File: src/rtl/fnd_display_arbiter.sv
// fnd_display_arbiter
//   Shares one 4-digit FND driver among four value sources. Grants the
//   display round-robin with a minimum dwell per owner (in prescaled ticks)
//   and forwards the owner's 16-bit word to the driver's value input.
//
// Parameters
//   TICK_DIV : clk cycles per dwell tick (>= 2)
//   HOLD_MS  : minimum dwell in ticks before rotating (>= 1)
//
// Ports
//   clk      : system clock, rising edge
//   reset_p  : synchronous active-high reset
//   req      : per-source level request
//   values   : source n word on bits [16n+15:16n]
//   value    : registered word for the FND driver
//   grant    : registered one-hot owner, 0 when idle
//   blank    : registered, 1 when no source owns the display
//   switch_p : one-cycle pulse when grant takes a new nonzero value
//
// Build option
//   FND_ARB_PREEMPT_EN : source 0 becomes urgent and preempts the rotation.
module fnd_display_arbiter #(
  parameter int unsigned TICK_DIV = 100_000,
  parameter int unsigned HOLD_MS  = 2000
) (
  input  logic        clk,
  input  logic        reset_p,
  input  logic [3:0]  req,
  input  logic [63:0] values,
  output logic [15:0] value,
  output logic [3:0]  grant,
  output logic        blank,
  output logic        switch_p
);

  localparam int unsigned PW = (TICK_DIV > 1) ? $clog2(TICK_DIV) : 1;
  localparam int unsigned HW = $clog2(HOLD_MS + 1);

  typedef enum logic {
    IDLE,
    SHOW
  } state_t;

  state_t         state_q, state_d;
  logic [PW-1:0]  presc_q, presc_d;
  logic [HW-1:0]  hold_q, hold_d;
  logic [1:0]     last_q, last_d;
  logic [1:0]     own_q, own_d;
  logic [15:0]    value_q, value_d;
  logic [3:0]     grant_q, grant_d;
  logic           blank_q, blank_d;
  logic           switch_q, switch_d;

  logic           tick;
  logic [HW-1:0]  hold_next;
  logic [3:0]     others;
  logic           owner_req;
  logic           preempt_hit;
  logic           rot_block;
  logic           move;
  logic [1:0]     target;

  // First asserted request in the order from+1, from+2, from+3, from.
  function automatic logic [1:0] rr_pick(input logic [1:0] from,
                                         input logic [3:0] r);
    logic [1:0] idx;
    logic [1:0] pick;
    logic       found;
    pick  = from;
    found = 1'b0;
    for (int unsigned i = 1; i <= 4; i++) begin
      idx = from + 2'(i);
      if (!found && r[idx]) begin
        pick  = idx;
        found = 1'b1;
      end
    end
    return pick;
  endfunction

  function automatic logic [15:0] word_of(input logic [63:0] v,
                                          input logic [1:0]  sel);
    return v[{sel, 4'b0000} +: 16];
  endfunction

  assign tick      = (presc_q == PW'(TICK_DIV - 1));
  assign hold_next = (tick && hold_q != HW'(HOLD_MS)) ? hold_q + HW'(1) : hold_q;
  assign others    = req & ~grant_q;
  assign owner_req = req[own_q];

`ifdef FND_ARB_PREEMPT_EN
  // Urgent source 0 takes over without touching the rotation pointer, and
  // while it holds the display with its request up it is never rotated out.
  assign preempt_hit = req[0] && (own_q != 2'd0);
  assign rot_block   = (own_q == 2'd0);
`else
  assign preempt_hit = 1'b0;
  assign rot_block   = 1'b0;
`endif

  always_comb begin
    state_d  = state_q;
    presc_d  = tick ? '0 : presc_q + PW'(1);
    hold_d   = hold_q;
    last_d   = last_q;
    own_d    = own_q;
    value_d  = value_q;
    grant_d  = grant_q;
    blank_d  = blank_q;
    move     = 1'b0;
    target   = own_q;

    case (state_q)
      IDLE: begin
        grant_d = '0;
        blank_d = 1'b1;
        value_d = '0;
        hold_d  = '0;
        if (|req) begin
          move    = 1'b1;
          target  = rr_pick(last_q, req);
          last_d  = target;
          state_d = SHOW;
        end
      end

      SHOW: begin
        hold_d = hold_next;
        if (preempt_hit) begin
          move   = 1'b1;
          target = 2'd0;
        end else if (!owner_req && (|others)) begin
          move   = 1'b1;
          target = rr_pick(last_q, others);
          last_d = target;
        end else if (!owner_req) begin
          state_d = IDLE;
          grant_d = '0;
          blank_d = 1'b1;
          value_d = '0;
          hold_d  = '0;
        end else if ((hold_q == HW'(HOLD_MS)) && (|others) && !rot_block) begin
          move   = 1'b1;
          target = rr_pick(last_q, others);
          last_d = target;
        end else begin
          value_d = word_of(values, own_q);
        end
      end

      default: begin
        state_d = IDLE;
      end
    endcase

    if (move) begin
      own_d   = target;
      grant_d = 4'b0001 << target;
      blank_d = 1'b0;
      value_d = word_of(values, target);
      hold_d  = '0;
    end

    switch_d = (grant_d != 4'b0000) && (grant_d != grant_q);
  end

  always_ff @(posedge clk) begin
    if (reset_p) begin
      state_q  <= IDLE;
      presc_q  <= '0;
      hold_q   <= '0;
      last_q   <= 2'd3;
      own_q    <= 2'd0;
      value_q  <= '0;
      grant_q  <= '0;
      blank_q  <= 1'b1;
      switch_q <= 1'b0;
    end else begin
      state_q  <= state_d;
      presc_q  <= presc_d;
      hold_q   <= hold_d;
      last_q   <= last_d;
      own_q    <= own_d;
      value_q  <= value_d;
      grant_q  <= grant_d;
      blank_q  <= blank_d;
      switch_q <= switch_d;
    end
  end

  assign value    = value_q;
  assign grant    = grant_q;
  assign blank    = blank_q;
  assign switch_p = switch_q;

endmodule

File: config.mk
export PLATFORM = sky130hd
export DESIGN_NAME = fnd_display_arbiter
export DESIGN_NICKNAME = d
export VERILOG_FILES = /design/src/rtl/fnd_display_arbiter.sv
export SDC_FILE = /design/constraint.sdc
export NUM_CORES = 1
export LEC_CHECK = 0
export ABC_AREA = 1
export BUFFER_PORTS_ARGS = -buffer_cell sky130_fd_sc_hd__clkbuf_2
export CORE_MARGIN = 4
export CORE_UTILIZATION = 35
export CTS_BUF_LIST = sky130_fd_sc_hd__clkbuf_4 sky130_fd_sc_hd__clkbuf_8 sky130_fd_sc_hd__clkbuf_16
export CTS_CLUSTER_DIAMETER = 100
export DETAILED_ROUTE_END_ITERATION = 10
export PLACE_DENSITY = 0.53
export SETUP_SLACK_MARGIN = 0.15
export SYNTH_ARGS = -nofsm -noshare
export SYNTH_HDL_FRONTEND = slang
export SYNTH_SLANG_ARGS = --single-unit
File: constraint.sdc
create_clock -name clk -period 2.7 [get_ports clk]
set_clock_uncertainty 0.2 [all_clocks]
set_input_delay 0.54 -clock clk [delete_from_list [all_inputs] [get_ports clk]]
set_output_delay 0.54 -clock clk [all_outputs]
set_load 0.005 [all_outputs]
==> flow_metrics.env <==
export IMPL_cp_required_ns=2.75
export IMPL_clockBufferDepth=2
export IMPL_grt_pass1_vias=4297
export IMPL_routed_wl_microns=13300
export IMPL_slew_violations=0
export IMPL_drive_above_1_share=0.283
export IMPL_cp_start_kind="flip-flop"
export IMPL_hold_depth=1
export IMPL_synth_warnings=0
export IMPL_die_y_microns=115
export IMPL_fmaxAchievable_ghz=0.414
export IMPL_synth_area_sq_um=3980
export IMPL_synthCells=668
export IMPL_final_common_cell="nand2_1"
export IMPL_core_sq_um=11000
export IMPL_setup_viol=0
export IMPL_drt_iter0_markers=221
export IMPL_overflow=0
export IMPL_finalHoldViolCount=0
export IMPL_ys_seq_elements=55
export IMPL_relSlewSlack=0.417
export IMPL_drt_first_pass_iters=5
export IMPL_power_leakage_nw=2.54
export IMPL_numCtsBuffers=5
export IMPL_min_period_over_period=0.894
export IMPL_holdBufCountCts=0
export IMPL_ir_drop_mv=0.576
export IMPL_die_area_sq_um=13100
export IMPL_clk_latency_ns=0.30
export IMPL_htree_levels=2
export IMPL_crit_type="flip-flop to flip-flop"
export IMPL_final_antenna_net_count=0
export IMPL_fp_row_count=38
export IMPL_initial_core_util=0.362
export IMPL_grt_pass1_wl_microns=20300
export IMPL_syn2layout_area_growth_pct=34.5
export IMPL_worstSetupPathDepth=17
export IMPL_arrival_ns=2.46
export IMPL_crit_chain="inv_2 > ha_4 > nor3b_2 > nand2_1 > nor3b_2 > nor2_2 > inv_2 > nand2_2 > nand2_2 > nand3_4 > buf_12 > clkbuf_16 > o21ai_1 > nand2_1 > nand2_1 > nand2_1 > a21oi_2"
export IMPL_drc=0
export IMPL_clk_pin_slew_ns=0.08
export IMPL_syn_avg_cell_area_sq_um=5.96
export IMPL_worstPathMaxFanout=7
export IMPL_cts_root_buf="clkbuf_16"
export IMPL_power_density_nw_per_um2=1110
export IMPL_finalCriticalPeriod_ns=2.41
export IMPL_vias_per_cell=5.02
export IMPL_maxCapViolations=0
export IMPL_hold_worst_slack_ns=0.259
export IMPL_worst_pin_slew_ns=0.874
export IMPL_dp_hpwl_microns=9180
export IMPL_wl_per_cell_microns=14.5
export IMPL_antenna_found_initial=0
export IMPL_finalNetCount=852
export IMPL_grt_max_degree=35
export IMPL_tns_ns=0
export IMPL_status="completed"
export IMPL_critPathMaxStageDelay_ns=0.34
export IMPL_path_buf_inv=4
export IMPL_syn_nets=741
export IMPL_path_delay_family="simple AND/OR/NAND/NOR gates"
export IMPL_reg2regPathDepth=17
export IMPL_grt_setup_unrepaired="yes"
export IMPL_worst_path_max_delay_cell="dfxtp_2"
export IMPL_nFillCells=1073
export IMPL_hp_class="flip-flop to flip-flop"
export IMPL_final_cell_mix="nand2_1 (194), clkbuf_2 (91), inv_1 (74)"
export IMPL_dr_total_vias=4620
export IMPL_track_usage=0.190
export IMPL_fp_dieW_microns=115
export IMPL_ios=92
export IMPL_diodes=0
export IMPL_cts_tree="yes"
export IMPL_yosysSeqAreaShare=0.277
export IMPL_place_gp_congestion=0.935
export IMPL_end_kind="flip-flop"
export IMPL_crit_top_cell="nand2_1"
export IMPL_port_buffers=91
export IMPL_synth_distinct_cells=37
export IMPL_cts_num_sinks=55
power breakdown:
group	switching, W	internal (W)	total [W]
logic	0.00234	0.00191	0.00424
clock network	0.000338	0.000349	0.000687
registers	0.0000771	0.000956	0.00103
total	0.00275	0.00321	0.00596
what timing repair did:
action,CTS,global route
resized for setup,0,67
setup endpoints to repair,0,23
buffers inserted,0,16
cell type report:
class / instances / area (sq um) / area share
timing repair buffer: 132 / 963 / 0.180
tap: 140 / 175 / 0.0327
inverter: 85 / 324 / 0.0605
clock buffer: 5 / 125 / 0.0234
multi-input combinational: 500 / 2630 / 0.491
clock inverter: 3 / 22.5 / 0.00420
sequential: 55 / 1110 / 0.208
state kept, by name, summed over array words and instances, names as in the netlist:
name	flops
grant	4
presc_q	17
blank	1
own_q	2
hold_q	11
switch_p	1
state_q	1
value	16
last_q	2
routing by layer:
| metal | GRT usage | part of all wire | vias up |
|---|---|---|---|
| met3 | 0.0407 | 0.058 | 13 |
| li1 | - | - | 2397 |
| met2 | 0.314 | 0.47 | 145 |
| met4 | 0.0523 | 0.014 | 0 |
| met1 | 0.250 | 0.45 | 2065 |
| met5 | 0 | 0 | - |
stage by stage:
step           area, sq um  worst slack [ns]  instances  power (W)   util
2_1_floorplan         3980             0.495        668    0.00339      -
3_3_place_gp          4670             0.113        889    0.00431  0.425
3_5_place_dp          4670             0.121        889    0.00433  0.425
4_1_cts               4820             0.191        897    0.00504  0.439
5_1_grt               5360            0.0958        920    0.00650  0.488
6_report              5360             0.285        920    0.00596  0.488
worst reg2reg max path: stages (launching register included):
cell,delay [ns]
dfxtp_2,0.34
inv_2,0.08
ha_4,0.15
nor3b_2,0.16
nand2_1,0.12
nor3b_2,0.22
nor2_2,0.06
inv_2,0.06
nand2_2,0.06
nand2_2,0.08
nand3_4,0.10
buf_12,0.16
clkbuf_16,0.15
o21ai_1,0.12
nand2_1,0.07
nand2_1,0.06
nand2_1,0.06
a21oi_2,0.11
kinds of logic after synthesis:
logic type / after synthesis / share of synthesized area
and+or+nand+nor: 342 / 0.372
AOI/OAI and AO/OA: 143 / 0.197
buffers and inverters: 113 / 0.118
DFF: 55 / 0.277
xor gates and xnor gates: 12 / 0.0264
adders and majority gates: 3 / 0.00943
cell usage after synthesis:
cell / n / area (sq um)
nand3_1: 47 / 235
dfxtp_1: 55 / 1100
buf_2: 9 / 45.0
a211oi_1: 1 / 7.51
or2_2: 1 / 6.26
nor3b_1: 3 / 22.5
a22oi_1: 1 / 7.51
xnor2_1: 5 / 43.8
o211ai_1: 16 / 120
a21oi_2: 1 / 8.76
ha_1: 3 / 37.5
o21ai_2: 1 / 8.76
a31oi_1: 2 / 12.5
nand2_4: 1 / 11.3
xor2_1: 7 / 61.3
a21oi_4: 1 / 16.3
inv_4: 1 / 6.26
nor2_2: 1 / 6.26
inv_1: 77 / 289
clkbuf_1: 11 / 41.3
nand3_4: 1 / 17.5
buf_1: 2 / 7.51
o21ai_0: 38 / 190
nor4_1: 6 / 37.5
buf_4: 3 / 22.5
o21ai_1: 20 / 100
nand3_2: 3 / 30.0
a21oi_1: 61 / 305
nor2_4: 1 / 11.3
inv_2: 7 / 26.3
nor3_1: 13 / 65.1
nand4_1: 10 / 62.6
nor2_1: 40 / 150
o22ai_1: 1 / 6.26
nand2_2: 8 / 50.1
nand2_1: 207 / 777
buf_6: 3 / 33.8
worst paths after layout:
kind	from	to	slack [ns]
setup reg to reg	hold_q[0]	value[14]	0.29
setup / recovery	hold_q[0]	value[14]	0.29
hold / removal	presc_q[0]	presc_q[0]	0.26
hold reg to reg	presc_q[0]	presc_q[0]	0.26
(Power assumes the default switching activity.)
